File: src/rtl/vector_writeback_unit_pkg.sv
// Shared encodings for the vector writeback unit: FU status, element width,
// FSM states and beat-count derivation.
package vector_writeback_unit_pkg;

    typedef enum logic [1:0] {
        VEC_ALU_NOP      = 2'd0,
        VEC_ALU_WORKING  = 2'd1,
        VEC_ALU_FINISHED = 2'd2
    } alu_status_e;

    typedef enum logic [2:0] {
        ONE_BYTE   = 3'd0,
        TWO_BYTE   = 3'd1,
        FOUR_BYTE  = 3'd2,
        EIGHT_BYTE = 3'd3
    } vsew_e;

    typedef enum logic [1:0] {
        S_IDLE  = 2'd0,
        S_MERGE = 2'd1,
        S_WRITE = 2'd2,
        S_DONE  = 2'd3
    } wb_state_e;

    function automatic int unsigned nbeats(input int unsigned vlen, input int unsigned beat_width);
        return vlen / beat_width;
    endfunction

    // log2 of element size in bytes; unknown widths fall back to 32-bit elements
    function automatic int unsigned sew_shift(input logic [2:0] vsew);
        case (vsew)
            ONE_BYTE:   return 0;
            TWO_BYTE:   return 1;
            EIGHT_BYTE: return 3;
            default:    return 2;
        endcase
    endfunction

    function automatic logic sew_known(input logic [2:0] vsew);
        return (vsew == ONE_BYTE) || (vsew == TWO_BYTE) ||
               (vsew == FOUR_BYTE) || (vsew == EIGHT_BYTE);
    endfunction

endpackage

File: src/rtl/vector_writeback_unit_merge_lane.sv
// Combinational body/tail/mask merge of a result vector into the old destination.
// VWB_TAIL_AGNOSTIC_EN: tail elements become all-ones instead of old_vd.
module vector_merge_lane
    import vector_writeback_unit_pkg::*;
#(
    parameter int unsigned VLEN = 256,
    parameter int unsigned VL_W = 4
) (
    input  logic [VLEN-1:0] result,
    input  logic [VLEN-1:0] old_vd,
    input  logic [VLEN-1:0] mask,
    input  logic            is_mask,
    input  logic [2:0]      vsew,
    input  logic [VL_W-1:0] vl,
    input  logic            vm,
    output logic [VLEN-1:0] merged
);

    localparam int unsigned NBYTES = VLEN / 8;

    logic [VLEN-1:0] mask_sh;
    int unsigned     shift;

    always_comb begin
        merged  = old_vd;
        mask_sh = '0;
        shift   = sew_shift(vsew);
        if (is_mask) begin
            for (int unsigned i = 0; i < VLEN; i++) begin
                if (i < 32'(vl)) begin
                    merged[i] = result[i];
                end
`ifdef VWB_TAIL_AGNOSTIC_EN
                else begin
                    merged[i] = 1'b1;
                end
`endif
            end
        end else begin
            // walk bytes; element index of byte k is k >> log2(element bytes)
            for (int unsigned k = 0; k < NBYTES; k++) begin
                mask_sh = mask >> (k >> shift);
                if ((k >> shift) < 32'(vl)) begin
                    if (vm || mask_sh[0]) begin
                        merged[k*8 +: 8] = result[k*8 +: 8];
                    end
                end
`ifdef VWB_TAIL_AGNOSTIC_EN
                else begin
                    merged[k*8 +: 8] = '1;
                end
`endif
            end
        end
    end

endmodule

File: src/rtl/vector_writeback_unit.sv
// Captures a finished vector result, merges it with the old destination and
// streams it to the register file in BEAT_WIDTH beats. Option: VWB_TAIL_AGNOSTIC_EN.
module vector_writeback_unit
    import vector_writeback_unit_pkg::*;
#(
    parameter int unsigned VECTOR_SIZE      = 8,
    parameter int unsigned LEN              = 32,
    parameter int unsigned ENTRY_INDEX_SIZE = 3,
    parameter int unsigned BEAT_WIDTH       = 64
) (
    input  logic                                  clk,
    input  logic                                  rst,
    input  logic [1:0]                            alu_status,
    input  logic [VECTOR_SIZE*LEN-1:0]            alu_result,
    input  logic                                  is_mask,
    input  logic [2:0]                            vsew,
    input  logic [ENTRY_INDEX_SIZE:0]             vl,
    input  logic                                  vm,
    input  logic [VECTOR_SIZE*LEN-1:0]            mask,
    input  logic [VECTOR_SIZE*LEN-1:0]            old_vd,
    input  logic [4:0]                            vd_index,
    input  logic                                  wb_ready,
    output logic                                  wb_valid,
    output logic [4:0]                            wb_index,
    output logic [1:0]                            wb_beat,
    output logic [BEAT_WIDTH-1:0]                 wb_data,
    output logic                                  busy,
    output logic                                  wb_done,
    output logic                                  overrun
);

    localparam int unsigned VLEN      = VECTOR_SIZE * LEN;
    localparam int unsigned NBEATS    = nbeats(VLEN, BEAT_WIDTH);
    localparam logic [1:0]  LAST_BEAT = 2'(NBEATS - 1);

    wb_state_e                 state;
    logic [1:0]                prev_status;
    logic [VLEN-1:0]           res_q, old_q, mask_q, merged, merged_q;
    logic                      is_mask_q, vm_q;
    logic [2:0]                vsew_q;
    logic [ENTRY_INDEX_SIZE:0] vl_q;
    logic                      fin_edge;
    logic [BEAT_WIDTH-1:0]     next_data;

    assign fin_edge  = (alu_status == VEC_ALU_FINISHED) && (prev_status != VEC_ALU_FINISHED);
    assign next_data = BEAT_WIDTH'(merged_q >> ((32'(wb_beat) + 32'd1) * BEAT_WIDTH));

    vector_merge_lane #(
        .VLEN (VLEN),
        .VL_W (ENTRY_INDEX_SIZE + 1)
    ) u_merge (
        .result  (res_q),
        .old_vd  (old_q),
        .mask    (mask_q),
        .is_mask (is_mask_q),
        .vsew    (vsew_q),
        .vl      (vl_q),
        .vm      (vm_q),
        .merged  (merged)
    );

    always_ff @(posedge clk or negedge rst) begin
        if (!rst) begin
            state       <= S_IDLE;
            prev_status <= '0;
            res_q       <= '0;
            old_q       <= '0;
            mask_q      <= '0;
            merged_q    <= '0;
            is_mask_q   <= 1'b0;
            vm_q        <= 1'b0;
            vsew_q      <= '0;
            vl_q        <= '0;
            wb_valid    <= 1'b0;
            wb_index    <= '0;
            wb_beat     <= '0;
            wb_data     <= '0;
            busy        <= 1'b0;
            wb_done     <= 1'b0;
            overrun     <= 1'b0;
        end else begin
            prev_status <= alu_status;
            // any fresh completion outside IDLE (DONE included) is dropped and flagged
            if (fin_edge && state != S_IDLE) begin
                overrun <= 1'b1;
            end
            case (state)
                S_IDLE: begin
                    if (fin_edge) begin
                        res_q     <= alu_result;
                        old_q     <= old_vd;
                        mask_q    <= mask;
                        is_mask_q <= is_mask;
                        vm_q      <= vm;
                        vsew_q    <= vsew;
                        vl_q      <= vl;
                        wb_index  <= vd_index;
                        busy      <= 1'b1;
                        state     <= S_MERGE;
                    end
                end
                S_MERGE: begin
                    merged_q <= merged;
                    wb_data  <= merged[BEAT_WIDTH-1:0];
                    wb_beat  <= '0;
                    wb_valid <= 1'b1;
                    state    <= S_WRITE;
                end
                S_WRITE: begin
                    if (wb_ready) begin
                        if (wb_beat == LAST_BEAT) begin
                            wb_valid <= 1'b0;
                            wb_done  <= 1'b1;
                            state    <= S_DONE;
                        end else begin
                            wb_beat <= wb_beat + 2'd1;
                            wb_data <= next_data;
                        end
                    end
                end
                S_DONE: begin
                    wb_done <= 1'b0;
                    busy    <= 1'b0;
                    state   <= S_IDLE;
                end
                default: state <= S_IDLE;
            endcase
        end
    end

    always_ff @(posedge clk) begin
        if (rst && state == S_IDLE && fin_edge) begin
            assert (sew_known(vsew))
            else $error("vector_writeback_unit: unsupported vsew %0d, merging as FOUR_BYTE", vsew);
        end
    end

endmodule

File: config.mk
export PLATFORM = sky130hd
export DESIGN_NAME = vector_writeback_unit
export DESIGN_NICKNAME = d
export VERILOG_FILES = /design/src/rtl/vector_writeback_unit_pkg.sv /design/src/rtl/vector_writeback_unit_merge_lane.sv /design/src/rtl/vector_writeback_unit.sv
export SDC_FILE = /design/constraint.sdc
export NUM_CORES = 1
export LEC_CHECK = 0
export ABC_AREA = 1
export CAP_MARGIN = 15
export CORE_UTILIZATION = 30
export CTS_CLUSTER_DIAMETER = 80
export CTS_CLUSTER_SIZE = 10
export DETAILED_ROUTE_END_ITERATION = 10
export PLACE_DENSITY = 0.59
export SLEW_MARGIN = 20
export SYNTH_ARGS = -nofsm -noshare
export SYNTH_HDL_FRONTEND = slang
export SYNTH_SLANG_ARGS = --single-unit
export TNS_END_PERCENT = 20
File: constraint.sdc
create_clock -name clk -period 3.1 [get_ports clk]
set_input_delay 0.31 -clock clk [delete_from_list [all_inputs] [get_ports clk]]
set_output_delay 0.31 -clock clk [all_outputs]
set_load 0.02 [all_outputs]
==> impl_metrics.json <==
{
  "outcome": "finished, final reports clean",
  "avgViaCountPerCell": 4.94,
  "yosys.area_share.adder": 0.00967,
  "cts_buffer_depth": 3,
  "cp.depth": 12,
  "cp_top_family": "simple AND/OR/NAND/NOR gates",
  "worst_slew_pin_slew_ns": 1.33,
  "synth-xor-area-share": 0.000451,
  "startpoint_type": "flip-flop",
  "crit_fanout": 30,
  "htree_levels": 3,
  "synthSimpleGateAreaFrac": 0.203,
  "max_cap_viol_count": 0,
  "fin_util": 0.396,
  "ys.flop_type": "dfrtp_1",
  "pwr-share-clk": 0.178,
  "synthMuxAreaShare": 0.0577,
  "wl_um": 157000,
  "synthTopCellsByArea": "dfrtp_1 (53%), nand2_1 (9.2%), a21oi_1 (7.6%)",
  "port-buffer-count": 633,
  "die_w_um": 362,
  "start_util": 0.303,
  "coreArea_um2": 128000,
  "rsz0062_at_grt": "no",
  "synth_top_cell_by_area": "dfrtp_1",
  "cts_tree": "done",
  "peakVddDrop_uv": 685,
  "synth.distinct_cells": 47,
  "hold_viol_final": 0,
  "p_sw_frac": 0.443,
  "cp.required_ns": 3.64,
  "drive_above_1_share": 0.108,
  "seqPwrFrac": 0.335,
  "synthesis.nets": 5401,
  "critPathCaptureType": "flip-flop",
  "hold_path_depth": 1,
  "clkLatencyLatePin_ns": 0.68,
  "grtUsageTotal": 0.235,
  "setup_tns_ns": 0,
  "cpMaxStageDelayCell": "dfrtp_1",
  "ioPinCount": 862,
  "final_nets": 6050,
  "yosys_register_bits": 820,
  "syn_area_um2": 38800,
  "power_density_nw_per_um2": 1100,
  "crit_path_frequent_cell": "nand2_1",
  "rows": 131,
  "area_delta_synth_final_pct": 30.5,
  "setup_viol": 0,
  "drtAntennaViolNets": 0,
  "clock_sinks": 820,
  "critPathArrivalTime_ns": 3.47,
  "drcViolationCount": 0,
  "antenna_found_initial": 32,
  "grt-ovfl-total": 0,
  "synth_area_per_cell_um2": 8.47,
  "dieArea_um2": 131000,
  "synth_edf_count": 0,
  "hold-worst-slack_ns": 0.139,
  "synthTopCellsByCount": "nand2_1 (951), dfrtp_1 (820), a21oi_1 (590), nor2_1 (475), inv_1 (418)",
  "hpwl_um": 119000,
  "critical-path-max-stage-delay_ns": 0.44,
  "drt_first_pass_iters": 6,
  "num_vias": 34500,
  "cts_made_buffers": 93,
  "drt_iter0_markers": 3125,
  "comb_power_share": 0.487,
  "avgRoutedWirePerCell_um": 22.4,
  "worstPathCellList": "inv_2 > nand2_1 > ha_1 > buf_12 > o21ai_0 > nor2_1 > o211ai_1 > nand2_4 > nand2_2 > nand2_1 > nand3_1 > nand2_1",
  "synthArstFlopShare": 1.00,
  "ctsRootBufferMaster": "clkbuf_16",
  "leakage_nw": 24.0,
  "reg2reg_depth": 12,
  "p_sw_mw": 24.6,
  "skew_ns": 0.0359,
  "synth_top_cell_area_share": 0.528,
  "relSlewSlack": 0.113,
  "synth-compound-area-share": 0.131,
  "fp.dieH_um": 362,
  "gp_congestion": 0.943,
  "period_minus_slack_ns": 2.93,
  "yosysSeqAreaShare": 0.528,
  "critical_path_class": "flip-flop to flip-flop",
  "yosys_warnings": 0,
  "post-route-period-util": 0.944,
  "synth_top_family_by_area": "simple AND/OR/NAND/NOR gates",
  "p_int_mw": 31.0,
  "cts.clk_slew.worst_paths_ns": 0.06,
  "grt_pass1_vias": 33600,
  "grt_max_degree": 185,
  "crit_buf_inv": 2,
  "fillCellCount": 12900,
  "yosysMostFrequentCell": "nand2_1",
  "hold_class": "primary input to flip-flop",
  "grt_pass1_wl_um": 227000,
  "maxSlewViolCount": 0,
  "fmax_ghz": 0.342,
  "syn_inst": 4584
}
[cell type report]
cell class	instances	area (um2)	area share
antenna	10	25.0	0.000494
clock buffer	101	2430	0.0479
clock inverter	8	109	0.00215
inverter	434	1640	0.0324
multi-input combinational	3077	15600	0.309
sequential	820	20500	0.405
tap	1729	2160	0.0427
timing repair buffer	807	8150	0.161
[timing repair]
| item | in CTS | in global routing |
|---|---|---|
| endpoints found under the setup margin | 0 | 47 |
| resized for setup | 0 | 6 |
| setup buffers | 0 | 3 |
| hold endpoints to repair | 31 | 0 |
| hold buffers | 1 | 0 |
[stage by stage]
step	setup WS, ns	power (mW)	area [um2]	std cells
2_1_floorplan	0.274	33.6	38800	4584
3_3_place_gp	0.0927	45.2	48100	6863
3_5_place_dp	0.0893	45.6	48100	6863
4_1_cts	0.105	55.7	50600	6973
5_1_grt	0.0172	59.4	50700	6983
6_report	0.174	55.6	50700	6986
[sequential cells by signal, summed over array words and instances, names as in the netlist, 2 cells and up]
name	count
old_q	256
res_q	256
wb_data	64
mask_q	28
state	2
vsew_q	3
wb_beat	2
prev_status	2
vl_q	4
merged_q	192
wb_index	5
[metal layers]
metal	part of all wire	vias up	track usage
met3	0.070	203	0.0488
met5	0.0010	-	0
met4	0.020	28	0.0533
met1	0.47	16800	0.336
li1	-	16200	-
met2	0.44	1169	0.362
[kinds of logic after synthesis]
group / count (synthesis)
flops: 820
compound gates: 963
xor+xnor: 2
fa+ha+maj: 30
mux: 199
buf+inv: 687
simple gates: 1883
[layout by cell type (no fill, tap or decap), types with 11 or more instances in the layout]
master and n:
nand3_1 364, ha_1 28, inv_1 417, a21oi_1 590, mux2_2 198, o21ai_1 115, nand2_2 25, nand3b_1 16
clkdlybuf4s50_1 632, buf_12 40, inv_2 11, dfrtp_1 818, clkbuf_16 95, o21ai_0 165, nand2_1 951, nor2_1 474
buf_4 133, nand3_2 13, o211ai_1 54
[power groups by stage]
stage / Combinational (mW) / Clock (mW) / Sequential, mW
2_1_floorplan: 15.4 / 0 / 18.2
3_3_place_gp: 26.5 / 0 / 18.6
3_5_place_dp: 26.8 / 0 / 18.8
4_1_cts: 26.9 / 10.2 / 18.6
5_1_grt: 29.7 / 10.5 / 19.2
6_report: 27.1 / 9.90 / 18.6
[final timing paths]
| path | start | end | slack, ns |
|---|---|---|---|
| min in group asynchronous | rst | mask_q[4] | 0.20 |
| setup / recovery | vsew_q[1] | merged_q[180] | 0.17 |
| hold reg to reg | merged_q[84] | merged_q[84] | 0.47 |
| max in group asynchronous | rst | vsew_q[2] | 1.74 |
| setup reg to reg | vsew_q[1] | merged_q[180] | 0.17 |
| hold / removal | alu_status[1] | prev_status[1] | 0.14 |
(Power assumes the default switching activity.)
